$ cat src/rtl/spi_rx_deserializer_if.sv
// Port bundle for spi_rx_deserializer: SPI lines in, valid/ready word port out.
// Carries frame_err only when SPI_RX_FRAME_CHECK_EN is defined.
interface spi_rx_deserializer_if #(
  parameter int WORD_W = 16
);
  logic              spi_sclk;
  logic              spi_cs_l;
  logic              spi_data;
  logic              rx_ready;
  logic              ovr_clr;
  logic [WORD_W-1:0] rx_data;
  logic              rx_valid;
  logic              rx_overrun;
  logic [4:0]        bit_count;
`ifdef SPI_RX_FRAME_CHECK_EN
  logic              frame_err;
`endif

  modport slave (
    input  spi_sclk, spi_cs_l, spi_data, rx_ready, ovr_clr,
    output rx_data, rx_valid, rx_overrun, bit_count
`ifdef SPI_RX_FRAME_CHECK_EN
    , output frame_err
`endif
  );

  modport master (
    output spi_sclk, spi_cs_l, spi_data, rx_ready, ovr_clr,
    input  rx_data, rx_valid, rx_overrun, bit_count
`ifdef SPI_RX_FRAME_CHECK_EN
    , input frame_err
`endif
  );
endinterface

$ cat src/rtl/spi_rx_deserializer.sv
// Oversampling SPI mode-0 receiver: rebuilds MSB-first WORD_W-bit frames onto a valid/ready port.
// Optional SPI_RX_FRAME_CHECK_EN adds a frame_err pulse for short frames and extra sclk edges.
module spi_rx_deserializer #(
  parameter int WORD_W      = 16,
  parameter int SYNC_STAGES = 2
) (
  input  logic                   clk,
  input  logic                   reset,
  spi_rx_deserializer_if.slave   bus
);

  typedef enum logic [1:0] {IDLE, SHIFT, HOLD} state_t;

  localparam logic [4:0] LAST_BIT = 5'(WORD_W - 1);

  logic [SYNC_STAGES-1:0] sclk_sr, cs_sr, data_sr;
  logic                   sclk_prev;
  logic                   sclk_sync, cs_sync, data_sync, rise;

  state_t                 state_q, state_d;
  logic [WORD_W-1:0]      shift_reg;
  logic [4:0]             bit_count;
  logic                   shift_en, cnt_clr, word_done_d, word_done_q;

  assign sclk_sync = sclk_sr[SYNC_STAGES-1];
  assign cs_sync   = cs_sr[SYNC_STAGES-1];
  assign data_sync = data_sr[SYNC_STAGES-1];
  assign rise      = sclk_sync & ~sclk_prev;

  // Idle-line reset values (sclk low, cs_l high) keep a reset release from looking like a frame start.
  // NOTE: sequential state uses non-blocking assignments so every flop samples pre-edge values.
  always_ff @(posedge clk or posedge reset) begin
    if (reset) begin
      sclk_sr   <= '0;
      cs_sr     <= '1;
      data_sr   <= '0;
      sclk_prev <= 1'b0;
    end else begin
      sclk_sr   <= {sclk_sr[SYNC_STAGES-2:0], bus.spi_sclk};
      cs_sr     <= {cs_sr[SYNC_STAGES-2:0], bus.spi_cs_l};
      data_sr   <= {data_sr[SYNC_STAGES-2:0], bus.spi_data};
      sclk_prev <= sclk_sync;
    end
  end

  // NOTE: every always_comb output gets a default first, so no path can infer a latch.
  always_comb begin
    state_d     = state_q;
    shift_en    = 1'b0;
    cnt_clr     = 1'b0;
    word_done_d = 1'b0;
    unique case (state_q)
      IDLE: begin
        if (!cs_sync) begin
          state_d = SHIFT;
          cnt_clr = 1'b1;
        end
      end
      SHIFT: begin
        if (cs_sync) begin
          state_d = IDLE;
          cnt_clr = 1'b1;
        end else if (rise) begin
          shift_en = 1'b1;
          if (bit_count == LAST_BIT) begin
            state_d     = HOLD;
            word_done_d = 1'b1;
          end
        end
      end
      HOLD: begin
        if (cs_sync) begin
          state_d = IDLE;
          cnt_clr = 1'b1;
        end
      end
      default: state_d = IDLE;
    endcase
  end

  always_ff @(posedge clk or posedge reset) begin
    if (reset) begin
      state_q     <= IDLE;
      shift_reg   <= '0;
      bit_count   <= '0;
      word_done_q <= 1'b0;
    end else begin
      state_q     <= state_d;
      word_done_q <= word_done_d;
      if (shift_en) shift_reg <= {shift_reg[WORD_W-2:0], data_sync};
      if (cnt_clr)       bit_count <= '0;
      else if (shift_en) bit_count <= bit_count + 5'd1;
    end
  end

  // A completed word loads only if the output slot is empty or being drained this cycle.
  always_ff @(posedge clk or posedge reset) begin
    if (reset) begin
      bus.rx_data    <= '0;
      bus.rx_valid   <= 1'b0;
      bus.rx_overrun <= 1'b0;
    end else begin
      if (word_done_q && (!bus.rx_valid || bus.rx_ready)) begin
        bus.rx_data  <= shift_reg;
        bus.rx_valid <= 1'b1;
      end else if (bus.rx_valid && bus.rx_ready) begin
        bus.rx_valid <= 1'b0;
      end

      if (word_done_q && bus.rx_valid && !bus.rx_ready) bus.rx_overrun <= 1'b1;
      else if (bus.ovr_clr)                             bus.rx_overrun <= 1'b0;
    end
  end

  assign bus.bit_count = bit_count;

`ifdef SPI_RX_FRAME_CHECK_EN
  logic frame_err_d, frame_err_q;

  assign frame_err_d = ((state_q == SHIFT) && cs_sync && (bit_count != 5'd0)) ||
                       ((state_q == HOLD) && !cs_sync && rise);

  always_ff @(posedge clk or posedge reset) begin
    if (reset) frame_err_q <= 1'b0;
    else       frame_err_q <= frame_err_d;
  end

  assign bus.frame_err = frame_err_q;
`endif

endmodule

$ cat src/flat_wrapper.sv
// flat-port wrapper written by rule: the top's interface ports become plain ports
module spi_rx_deserializer_flat 
#(
  parameter int WORD_W      = 16,
  parameter int SYNC_STAGES = 2
)
  (clk, reset, bus_spi_sclk, bus_spi_cs_l, bus_spi_data, bus_rx_ready, bus_ovr_clr, bus_rx_data, bus_rx_valid, bus_rx_overrun, bus_bit_count);
  spi_rx_deserializer_if #(.WORD_W(WORD_W)) bus_i ();
  input  logic clk;
  input  logic reset;
  input wire logic [$bits(bus_i.spi_sclk)-1:0] bus_spi_sclk;
  input wire logic [$bits(bus_i.spi_cs_l)-1:0] bus_spi_cs_l;
  input wire logic [$bits(bus_i.spi_data)-1:0] bus_spi_data;
  input wire logic [$bits(bus_i.rx_ready)-1:0] bus_rx_ready;
  input wire logic [$bits(bus_i.ovr_clr)-1:0] bus_ovr_clr;
  output wire logic [$bits(bus_i.rx_data)-1:0] bus_rx_data;
  output wire logic [$bits(bus_i.rx_valid)-1:0] bus_rx_valid;
  output wire logic [$bits(bus_i.rx_overrun)-1:0] bus_rx_overrun;
  output wire logic [$bits(bus_i.bit_count)-1:0] bus_bit_count;
  assign bus_i.spi_sclk = bus_spi_sclk;
  assign bus_i.spi_cs_l = bus_spi_cs_l;
  assign bus_i.spi_data = bus_spi_data;
  assign bus_i.rx_ready = bus_rx_ready;
  assign bus_i.ovr_clr = bus_ovr_clr;
  assign bus_rx_data = bus_i.rx_data;
  assign bus_rx_valid = bus_i.rx_valid;
  assign bus_rx_overrun = bus_i.rx_overrun;
  assign bus_bit_count = bus_i.bit_count;
  spi_rx_deserializer #(.WORD_W(WORD_W), .SYNC_STAGES(SYNC_STAGES)) u_core (.clk(clk), .reset(reset), .bus(bus_i));
endmodule
$ cat config.mk
export PLATFORM = sky130hd
export DESIGN_NAME = spi_rx_deserializer_flat
export DESIGN_NICKNAME = d
export VERILOG_FILES = /design/src/rtl/spi_rx_deserializer_if.sv /design/src/rtl/spi_rx_deserializer.sv /design/src/flat_wrapper.sv
export SDC_FILE = /design/constraint.sdc
export NUM_CORES = 1
export LEC_CHECK = 0
export CAP_MARGIN = 20
export CORE_MARGIN = 1
export CORE_UTILIZATION = 40
export CTS_BUF_LIST = sky130_fd_sc_hd__clkbuf_8
export CTS_CLUSTER_SIZE = 30
export DETAILED_ROUTE_END_ITERATION = 12
export GPL_TIMING_DRIVEN = 0
export PLACE_DENSITY = 0.62
export SKIP_LAST_GASP = 1
export SYNTH_ARGS = -nofsm -noshare
export SYNTH_HDL_FRONTEND = slang
export SYNTH_SLANG_ARGS = --single-unit
$ cat constraint.sdc
create_clock -name clk -period 2.39 [get_ports clk]
set_clock_uncertainty 0.15 [all_clocks]
set_input_delay 0.239 -clock clk [delete_from_list [all_inputs] [get_ports clk]]
set_output_delay 0.239 -clock clk [all_outputs]
set_load 0.01 [all_outputs]
# --- Yosys cells after proc, flatten, opt, wreduce, memory -nomap -nowiden ---
# Index checks and enable logic that the tools add are counted.
# W data, S select, Z words.
word_totals:
  ff_bits: 49
  latch_bits: 0
  ramBits: 0
  rom_bits: 0
  output_inout_bits: 23
  word_cells: 56
  n_memories: 0
op_classes:
  n_addsub: 1
  n_mul: 0
  n_div: 0
  order_cmp: 0
  n_eq_ne: 7
  shift: 0
  n_mux: 22
  n_bitwise: 2
  n_reduce_logical: 13
ops:
  columns: ["cell", "count"]
  rows:
  - ["$mux W1", 13]
  - ["$mux W2", 5]
  - ["$mux W5", 2]
  - ["$ne A3 B1 Y1 const B", 2]
  - ["$pmux W2 S3", 1]
  - ["$reduce_bool A2 Y1", 3]
  - ["$add A5 B1 Y5 const B", 1]
  - ["$eq A5 B4 Y1 const B", 1]
  - ["$logic_and A1 B1 Y1", 4]
  - ["$reduce_and A4 Y1", 1]
  - ["$eq A2 B1 Y1 const B", 1]
  - ["$eq A2 B2 Y1 const B", 1]
  - ["$logic_not A1 Y1", 2]
  - ["$logic_not A2 Y1", 1]
  - ["$ne A2 B1 Y1 const B", 1]
  - ["$ne A2 B2 Y1 const B", 1]
  - ["$pmux W1 S2", 1]
  - ["$reduce_or A2 Y1", 1]
  - ["$and A1 B1 Y1", 1]
  - ["$logic_or A1 B1 Y1", 1]
  - ["$not A1 Y1", 1]

# --- Depth between registers and ports, before layout ---
logic_depth:
  ltp_word: 7
  depth_mapped: 7
  ltp_nobuf: 6

# --- Worst setup path before layout ---
# Ideal clock, no wire load.
synth_path:
  kind: "register -> register"
  from: "reg u_core.bit_count[0] (netlist: u_core.bus.bit_count[0])"
  to: "reg u_core.state_q[0]"
  setup_ns: 0.066
  t_arrival_ns: 1.529
  required_ns: 2.174
  slack_ns: 0.645
  stages_incl_launch_ff: 7
  path_buffers: 0
  path_cell_list: "dfrtp_1 > ha_1 > and3_1 > ha_1 > nand3b_1 > a2111oi_0 > a221o_1"
synth_between:
  elab_chain_len: 3
synth_rtl:
  columns: ["element", "line", "source"]
  rows:
  - ["start: declaration", "spi_rx_deserializer.sv:22", "logic [4:0] bit_count;"]
  - ["start signal: assignment", "spi_rx_deserializer.sv:92", "else if (shift_en) bit_count <= bit_count + 5'd1;"]
  - ["$eq A5 B4 Y1", "spi_rx_deserializer.sv:65", "if (bit_count == LAST_BIT) begin"]
  - ["$ne A3 B1 Y1 (no source line)", null, null]
  - ["$reduce_and A4 Y1 (no source line)", null, null]
  - ["end signal: assignment", "spi_rx_deserializer.sv:88", "state_q <= state_d;"]
  - ["end: declaration", "spi_rx_deserializer.sv:20", "state_t state_q, state_d;"]
# Every way passes these cells.
# A chain may end at the register's enable or synchronous reset.

# --- Worst setup path in the final report ---
# Same ends and word-level chain as after synthesis.

==> impl_metrics.toml <==
[synth]
syn_area_mm2 = 0.001946
ys_seq_elements = 49
synth_cells = 164
synth-edff-count = 0
ys_warn_count = 0
syn_avg_cell_area_um2 = 11.86
ys_async_sr_fraction_pct = 100.0
synth.distinct_cells = 29
yosys-top-cells-count = "nand2_1, dfrtp_1, mux2_2"
synth.yosys.seq_area_share_pct = 63.15
yosys.area.top_type = "dfrtp_1"
syn_nets = 176
synth_top_area_share_pct = 60.45
synthMostInstantiatedCell = "nand2_1"
ys.flop_type = "dfrtp_1"
ys_top_cells_by_area = "dfrtp_1, nand2_1, mux2_2, ha_1, dfstp_2"

[floorplanning]
initial_core_util_pct = 41.47
die-area_mm2 = 0.005147
core_area_mm2 = 0.004692
die_h_um = 71.74
io_pins = 30
num_rows = 25
die_width_um = 71.74

[flow_run]
max_cap_violations = 0

[sta]
finalCritPeriodShare_pct = 78.57
rsz0062_at_grt = "no"
slew-limit-headroom_pct = 61.19
fmax_mhz = 532.5
fin_crit_ns = 1.878
slew_violations = 0
final-setup-viol-count = 0
hold_ws_ns = 0.1303
hold_violations = 0
worstMarginPinSlew_ns = 0.5760
finalWorstSetupSlack_ns = 0.5121

[place]
io_buffers = 29
dpl.hpwl_um = 2290
place_congestion = 0.6639
place_ws_ns = 0.5341
place_area_mm2 = 0.002323

[critical_path]
crit_chain = "ha_1, and3_1, ha_1, nand3b_1, a2111oi_0, a221o_1"
crit_required_ns = 2.48
critPathArrivalTime_ns = 1.97
path_class = "flip-flop to flip-flop"
cp_max_fo = 4
r2r_slack_ns = 0.51
worstSetupStartpointType = "flip-flop"
endpoint_kind = "flip-flop"
crit_top_cell = "ha_1"
crit_family = "compound AO/OA/AOI/OAI gates"
max_stage_delay_ns = 0.44
path_buf_inv = 0
crit_slowest_cell = "a2111oi_0"

[clocking]
cts-htree-levels = 2
cts_buffer_depth = 2
cts.reportedPaths.clkPinSlew_ns = 0.08
numClockSinks = 49
cts_hold_buf = 0
cts_root_buf = "clkbuf_8"
cts_setup_buffers = 0
cts_tree = "done"
cts_resized = 0
cts_inserted_buffers = 5
worstSkewPairLatency_ns = 0.30

[global_route]
grtUsageTotal_pct = 14.64
grt_pass1_wl_um = 5761
grt-ovfl-total = 0
grt_pass1_vias = 1334
antenna_found_initial = 0
grt_max_degree = 31

[final_layout]
num_antenna_cells = 0
multi_input_area_um2 = 645.6
num-fill-cells = 406
final_cell_area_mm2 = 0.002440
area_delta_synth_final_pct = 25.40
drive_gt1_share_pct = 17.82
nets = 213
seq_area_mm2 = 0.001229

[power_and_ir_drop]
p_leak_nw = 1.209
ir_drop_uv = 405.5
powerDensity_mw_per_mm2 = 720.0

[routing]
drtPass1Iterations = 4
drt_iter0_markers = 58
drt-total-wl_um = 3191
wire_per_inst_um = 12.46
vias_per_cell = 4.879
routed-via-count = 1249
postRouteAntennaNets = 0
drc = 0

[worst_hold_path]
hold_class = "input port to asynchronous set/reset pin"

[status]
run_status = "complete, no violations"
routing by layer:
metal | part of all wire [%] | GRT usage (%) | vias up | wire (um)
met1 | 46 | 17.92 | 610 | 1455
met4 | 1.9 | 6.754 | 0 | 61
met3 | 3.9 | 4.219 | 6 | 125
met2 | 49 | 24.00 | 23 | 1548
li1 | - | - | 610 | -
met5 | 0 | 0 | - | 0
power by group:
| part | internal [W] | switching, W |
|---|---|---|
| registers | 0.000891 | 0.0000475 |
| logic | 0.0000992 | 0.000125 |
| clock network | 0.000337 | 0.000257 |
| total | 0.00133 | 0.000430 |
final timing paths:
check                      cells past startpoint                                start                          endpoint
hold / removal                                 2                                reset     u_core.state_q[0]$_DFFE_PP0P_
min in group clk                               1                         bus_spi_cs_l         u_core.cs_sr[0]$_DFF_PP1_
max in group asynchronous                      3                                reset  u_core.shift_reg[14]$_DFFE_PP0P_
hold reg to reg                                0            u_core.cs_sr[0]$_DFF_PP1_         u_core.cs_sr[1]$_DFF_PP1_
setup reg to reg                               6  u_core.bus.bit_count[0]$_DFFE_PP0P_     u_core.state_q[0]$_DFFE_PP0P_
setup / recovery                               6  u_core.bus.bit_count[0]$_DFFE_PP0P_     u_core.state_q[0]$_DFFE_PP0P_
cells in the final DEF (no fill, tap or decap), types with 2 or more instances in the layout:
cell and n:
or3_1 2, inv_1 8, clkdlybuf4s50_1 29, dfstp_2 2, nor2_1 3, mux2_2 16
nand2_1 52, buf_4 2, ha_1 5, buf_2 3, a211oi_1 2, clkbuf_8 6
dfrtp_1 47, a21oi_1 3, o21ai_0 3
worst register-to-register path: cells and delay by family (launching register included):
family / cells / cell delay [ns]
AO/OA/AOI/OAI: 2 / 0.61
flip-flops: 1 / 0.42
adder cells (fa/ha/maj): 2 / 0.32
AND/OR/NAND/NOR: 2 / 0.32
cell families after synthesis:
family	Yosys count	share of synthesized area, %
muxes	17	9.775
buffers and inverters	14	3.665
xor gates and xnor gates	1	0.4502
AOI/OAI and AO/OA	13	4.437
adders and majority gates	5	3.215
and+or+nand+nor	65	15.31
DFF	49	63.15
per-stage QoR:
step / TNS, ns / instances / utilization (%) / power, W
floorplan: 0 / 164 / - / 0.001106
global placement: -3.303 / 247 / 49.09 / 0.001162
detailed placement: 0 / 248 / 49.52 / 0.001181
CTS: 0 / 256 / 52.00 / 0.001789
global route: 0 / 256 / 52.00 / 0.001860
finish: 0 / 256 / 52.00 / 0.001757
layout make-up:
class | instances | area share (%)
well taps | 54 | 2.769
plain buffers | 6 | 1.692
multi-input cells | 101 | 26.46
clock inverters | 2 | 1.385
repair buffers | 30 | 12.72
clock buffers | 6 | 3.385
flip-flops and latches | 49 | 50.36
inverters | 8 | 1.231
(Power assumes the default switching activity.)
